`src/rtl/chroma_pkg.sv`:
```
// Shared chroma definitions: reset values of the chroma settings, tone-word
// field positions, palette bit assignments and the RGB332 pixel payload.
// Used by the chroma control block and by the pixel renderer.
package chroma_pkg;

    localparam int unsigned TON_W = 8;
    localparam int unsigned IDX_W = 3;
    localparam int unsigned CNT_W = 8;

    // Reset values of the chroma settings
    localparam logic [TON_W-1:0] TON_RST    = 8'hA4;
    localparam logic [IDX_W-1:0] COLORL_RST = 3'd0;
    localparam logic [IDX_W-1:0] COLORP_RST = 3'd7;

    // Tone word fields: ton[2:0] red, ton[5:3] green, ton[7:6] blue
    localparam int unsigned R_W       = 3;
    localparam int unsigned G_W       = 3;
    localparam int unsigned B_W       = 2;
    localparam int unsigned TON_R_LSB = 0;
    localparam int unsigned TON_G_LSB = 3;
    localparam int unsigned TON_B_LSB = 6;

    // Palette index bits
    localparam int unsigned PAL_R_BIT = 2;
    localparam int unsigned PAL_G_BIT = 1;
    localparam int unsigned PAL_B_BIT = 0;

    // RGB332 pixel, packs as {R[2:0], G[2:0], B[1:0]}
    typedef struct packed {
        logic [R_W-1:0] r;
        logic [G_W-1:0] g;
        logic [B_W-1:0] b;
    } rgb332_t;

endpackage

```
`src/rtl/chroma_tone_map.sv`:
```
// Combinational palette + tone mapping: 3-bit colour index and 8-bit tone word
// to an RGB332 pixel. A component enabled by the palette never drops below
// level 1, so a zero tone field still leaves the colour visible.
// Ports:
//   idx_i   - palette index (bit2 R, bit1 G, bit0 B)
//   ton_i   - tone word
//   rgb_o_c - mapped RGB332 pixel (combinational)
module chroma_tone_map
    import chroma_pkg::*;
(
    input  logic [IDX_W-1:0] idx_i,
    input  logic [TON_W-1:0] ton_i,
    output rgb332_t          rgb_o_c
);

    logic [R_W-1:0] r_lvl;
    logic [G_W-1:0] g_lvl;
    logic [B_W-1:0] b_lvl;

    always_comb begin
        r_lvl   = ton_i[TON_R_LSB +: R_W];
        g_lvl   = ton_i[TON_G_LSB +: G_W];
        b_lvl   = ton_i[TON_B_LSB +: B_W];
        rgb_o_c = '0;
        if (idx_i[PAL_R_BIT]) rgb_o_c.r = (r_lvl == '0) ? R_W'(1) : r_lvl;
        if (idx_i[PAL_G_BIT]) rgb_o_c.g = (g_lvl == '0) ? G_W'(1) : g_lvl;
        if (idx_i[PAL_B_BIT]) rgb_o_c.b = (b_lvl == '0) ? B_W'(1) : b_lvl;
    end

endmodule

```
`src/rtl/chroma_pixel_renderer.sv`:
```
// Renders active VGA pixels to RGB332 from chroma settings that are latched
// only at frame start (tear-free), and owns the frame-counted cursor blink.
// Two-stage pipeline, 1 pixel/cycle, result 2 cycles after input.
// Ports:
//   Clk, reset         - pixel clock, synchronous active-high reset
//   ton, ColorL/ColorP - tone word, letter / screen colour indices
//   frame_start        - pulse on the first pixel of a frame
//   pix_valid          - active video
//   text_bit           - glyph pixel is a letter pixel
//   cursor_bit         - pixel lies in the cursor cell
//   rgb, rgb_valid     - rendered pixel and its valid flag
//   blink              - current cursor blink phase
module chroma_pixel_renderer
    import chroma_pkg::*;
#(
    parameter int unsigned BLINK_FRAMES = 30
) (
    input  logic             Clk,
    input  logic             reset,
    input  logic [TON_W-1:0] ton,
    input  logic [IDX_W-1:0] ColorL,
    input  logic [IDX_W-1:0] ColorP,
    input  logic             frame_start,
    input  logic             pix_valid,
    input  logic             text_bit,
    input  logic             cursor_bit,
    output logic [7:0]       rgb,
    output logic             rgb_valid,
    output logic             blink
);

    localparam logic [CNT_W-1:0] CNT_LAST = CNT_W'(BLINK_FRAMES - 1);

    logic [TON_W-1:0] ton_s_q, ton_s_d;
    logic [IDX_W-1:0] l_s_q, l_s_d;
    logic [IDX_W-1:0] p_s_q, p_s_d;
    logic [CNT_W-1:0] frame_cnt_q, frame_cnt_d;
    logic             blink_q, blink_d;

    logic             s1_valid_q, s1_text_q, s1_cursor_q;

    logic [IDX_W-1:0] eff_l;
    logic [IDX_W-1:0] idx;
    logic             fg;
    rgb332_t          map_rgb;
    rgb332_t          rgb_q, rgb_d;
    logic             rgb_valid_q, rgb_valid_d;

    // Frame-start shadow load and blink counter
    always_comb begin
        ton_s_d     = ton_s_q;
        l_s_d       = l_s_q;
        p_s_d       = p_s_q;
        frame_cnt_d = frame_cnt_q;
        blink_d     = blink_q;
        if (frame_start) begin
            ton_s_d = ton;
            l_s_d   = ColorL;
            p_s_d   = ColorP;
            if (frame_cnt_q == CNT_LAST) begin
                frame_cnt_d = '0;
                blink_d     = ~blink_q;
            end else begin
                frame_cnt_d = frame_cnt_q + CNT_W'(1);
            end
        end
    end

    // Stage 2: contrast guard, foreground select, tone map, blanking
    always_comb begin
        eff_l       = (l_s_q == p_s_q) ? ~p_s_q : l_s_q;
        fg          = s1_text_q ^ (s1_cursor_q & blink_q);
        idx         = fg ? eff_l : p_s_q;
        rgb_valid_d = s1_valid_q;
        rgb_d       = s1_valid_q ? map_rgb : '0;
    end

    chroma_tone_map u_tone_map (
        .idx_i   (idx),
        .ton_i   (ton_s_q),
        .rgb_o_c (map_rgb)
    );

    always_ff @(posedge Clk) begin
        if (reset) begin
            ton_s_q     <= TON_RST;
            l_s_q       <= COLORL_RST;
            p_s_q       <= COLORP_RST;
            frame_cnt_q <= '0;
            blink_q     <= 1'b1;
            s1_valid_q  <= 1'b0;
            s1_text_q   <= 1'b0;
            s1_cursor_q <= 1'b0;
            rgb_q       <= '0;
            rgb_valid_q <= 1'b0;
        end else begin
            ton_s_q     <= ton_s_d;
            l_s_q       <= l_s_d;
            p_s_q       <= p_s_d;
            frame_cnt_q <= frame_cnt_d;
            blink_q     <= blink_d;
            s1_valid_q  <= pix_valid;
            s1_text_q   <= text_bit;
            s1_cursor_q <= cursor_bit;
            rgb_q       <= rgb_d;
            rgb_valid_q <= rgb_valid_d;
        end
    end

    assign rgb       = rgb_q;
    assign rgb_valid = rgb_valid_q;
    assign blink     = blink_q;

endmodule
```
`config.mk`:
```
export PLATFORM = sky130hd
export DESIGN_NAME = chroma_pixel_renderer
export DESIGN_NICKNAME = d
export VERILOG_FILES = /design/src/rtl/chroma_pkg.sv /design/src/rtl/chroma_tone_map.sv /design/src/rtl/chroma_pixel_renderer.sv
export SDC_FILE = /design/constraint.sdc
export NUM_CORES = 1
export LEC_CHECK = 0
export BUFFER_PORTS_ARGS = -buffer_cell sky130_fd_sc_hd__buf_2
export CORE_MARGIN = 4
export CORE_UTILIZATION = 52
export DETAILED_ROUTE_END_ITERATION = 8
export PLACE_DENSITY = 0.79
export SETUP_SLACK_MARGIN = 0.05
export SLEW_MARGIN = 20
export SYNTH_ARGS = -nofsm -noshare
export SYNTH_HDL_FRONTEND = slang
export SYNTH_HIERARCHICAL = 1
export SYNTH_SLANG_ARGS = --single-unit
export TNS_END_PERCENT = 10
```
`constraint.sdc`:
```
create_clock -name Clk -period 2.7 [get_ports Clk]
set_clock_uncertainty 0.15 [all_clocks]
set_input_delay 0.27 -clock Clk [delete_from_list [all_inputs] [get_ports Clk]]
set_output_delay 0.27 -clock Clk [all_outputs]
set_load 0.005 [all_outputs]
```
==> metrics.md <==
| Metric | Value |
|---|---|
| Status | finished, final reports clean |
| Relative slew slack | 0.604 |
| Nets | around 200 |
| Setup TNS | 0 ps |
| Post-synth EDFFs | 0 |
| CTS Buf Count | 5 |
| Seq/Total Area, Yosys | 0.484 |
| Post-CTS setup buffers | 0 |
| Compound-Gate Fraction of Synth Area | 0.131 |
| DP Area | 1600 µm² |
| Number of global-route vias before repair | ~1100 |
| Worst setup margin | 872 ps |
| Worst R2R End | blink |
| Crit Path Class | reg2reg |
| Max Cap Viol | 0 |
| Yosys warns | 6 |
| Synth cell types | 40 |
| Syn_area_per_cell | 9.78 µm² |
| TritonRoute pass-1 iters | 4 |
| Adder-Cell Fraction of Synth Area | 0.0173 |
| Ys flop type | dfxtp_1 |
| CP Buf/Inv Count | 0 |
| GPL Wtd Cong | 0.803 |
| HP Start | text_bit |
| CP Launch Type | flip-flop |
| Post-route DRC | 0 |
| Rows | 18 |
| Root Buffer | clkbuf_4 |
| CP Depth | 4 |
| Clk sinks | 35 |
| Share of cells above drive strength 1 | 0.225 |
| CTS tree | yes |
| Fin crit period | around 1800 ps |
| Hold WC Path Type | in2reg |
| Starting Density | 0.564 |
| Pre-CTS WS | approximately 820 ps |
| Hold path endpoint | s1_text_q |
| Initial DRC Count | 18 |
| Initial antenna violation count | 0 |
| RSZ-0062 raised after global routing | no |
| Chip Width | between 60 and 70 µm |
| Largest family of logic cells by synthesized area | simple AND/OR/NAND/NOR gates |
| Max VDD drop | 0.000497 V |
| RR Startpoint | frame_cnt_q[0] |
| Drt total wl | roughly 2.8 mm |
| Mapped Cells | between 100 and 150 |
| Post-synthesis mux area share | 0.0553 |
| Largest net degree at the start of global routing | 28 |
| Vias per cell | ~5.4 |
| CP delay by family, top | simple AND/OR/NAND/NOR gates |
| First-pass GRT wire length | between 4 and 5 mm |
| Syn-to-layout area delta | 17.6% |
| Slowest cell on crit path | or4b_4 |
| Post-synthesis simple-gate area fraction | 0.251 |
| Critical Path RT | approximately 2800 ps |
| Die Area | between 3000 and 4000 µm² |
| Die Span Y | around 61 µm |
| Port Buf Inserts | 29 |
| Fillcell total | 213 |
| Mapped Nets | 170 |
| Critical Path AT | between 1500 and 2000 ps |
| N_diodes | 0 |
| Worst slew pin tran | between 500 and 600 ps |
| Final setup violation count | 0 |
| Ports | 30 |
| XOR/XNOR Fraction of Synth Area | 0.0303 |
| Overall routing resource usage | 0.177 |
| Wire length per cell | ~13 µm |
| CP max FO | 6 |
| R2R cell count | 4 |
| GRT overflow | 0 |
| Final hold violation count | 0 |
| Cells along the critical path | ha_1 > or4b_4 > o21ai_1 > or3b_1 |
| Crit path capture type | flip-flop |
| Post-Synthesis Cell Area | between 1000 and 1500 µm² |
| Final ANT Viol Nets | 0 |
| Final worst path period share | 0.677 |
| Final HPWL DP | about 2 mm |
| Post-cts sizing count | 0 |
| Asr flop ratio synth | 0 |
| Slew Limit Fails | 0 |
| Leak | 0.729 nW |
| Vias | about 1100 |
| H-tree depth | 2 |
| Core area | 2570 µm² |
| F_max | ~0.55 GHz |
| Design Area, Final | 1700 µm² |
| R2R setup slack | approximately 870 ps |
| Synth Register Bits | 35 |
| Max Root-Sink Buffers | 2 |
| CP max stage delay | between 400 and 500 ps |
| Hold path depth | 2 |
| PwrDens | around 550 nW/µm² |
| Clk Latency, worst-skew pair | 320 ps |
| Reg clk slew, reported paths | approximately 100 ps |
==> cells in the final DEF (no fill, tap or decap), types with 2 or more instances in the layout <==
master,n
inv_1,3
o21ai_0,6
nor2_1,12
a211o_1,6
and2_2,2
ha_1,2
xor2_1,4
nand2_1,4
a31oi_1,4
and2_1,11
a21oi_1,3
or3_1,4
buf_2,29
dlygate4sd3_1,5
nor2b_1,10
clkbuf_4,5
mux2i_1,8
dfxtp_1,35
nor3_1,6
o21a_1,2
==> how the worst max path moves through the flow <==
stage,from,slack [ps],to
4_1_cts,frame_cnt_q[0],870,blink
3_5_place_dp,frame_start,820,frame_cnt_q[7]
6_report,frame_cnt_q[0],870,blink
2_1_floorplan,frame_cnt_q[0],980,blink
3_3_place_gp,frame_start,880,frame_cnt_q[7]
5_1_grt,frame_cnt_q[0],760,blink
==> cell usage after synthesis (all sizes together), types with 4 or more instances <==
master / count / area [µm²]
nor2: 12 / 45.0
a31oi: 4 / 25.0
clkbuf: 4 / 16.3
and2: 13 / 83.8
mux2i: 8 / 80.1
dfxtp: 35 / 701
o21ai: 7 / 35.0
nand2: 4 / 15.0
nor2b: 10 / 62.6
xor2: 4 / 35.0
nor3: 6 / 30.0
or3: 4 / 25.0
a211o: 6 / 52.6
==> metrics by stage <==
stage	cells	utilization	hold slack (ps)	total power [mW]
floorplan	148	-	242	0.639
global placement	200	0.622	324	0.663
detailed placement	200	0.622	335	0.670
CTS	212	0.663	1.87	0.954
global route	212	0.663	8.38	0.994
finish	212	0.663	7.01	0.942
==> report_power, final <==
| group | switching (mW) | internal, mW |
|---|---|---|
| Clock | 0.157 | 0.121 |
| Sequential | 0.0170 | 0.539 |
| Combinational | 0.0517 | 0.0570 |
| Total | 0.226 | 0.716 |
==> flip-flops by register name, summed over array words and instances, names as in the netlist <==
signal / count
blink: 1
frame_cnt_q: 8
l_s_q: 3
p_s_q: 3
rgb: 8
rgb_valid: 1
rgb_valid_d: 1
s1_cursor_q: 1
s1_text_q: 1
ton_s_q: 8
==> logic make-up after synthesis <==
group,after synthesis
and+or+nand+nor,60
DFF,35
AOI/OAI and AO/OA,28
buffers and inverters,10
muxes,8
xor gates and xnor gates,5
adders and majority gates,2
==> area by class of cell <==
class	count	area [µm²]	share of cell area
clock inverter	1	5.00	0.00294
clock buffer	6	51.3	0.0301
multi-input combinational	103	702	0.412
sequential	35	701	0.411
timing repair buffer	34	195	0.115
inverter	3	11.3	0.00661
tap	30	37.5	0.0220
==> what timing repair did <==
item | 4_1_cts | 5_1_grt
hold buffers | 5 | 0
hold endpoints to repair | 5 | 0
setup endpoints to repair | 0 | 0
==> per-layer routing <==
metal / GRT usage / wire (µm)
met2: 0.292 / 1300
met3: 0.0468 / 157
met1: 0.215 / 1280
met5: 0 / 0
met4: 0.0836 / 41
(Power assumes the default switching activity.)
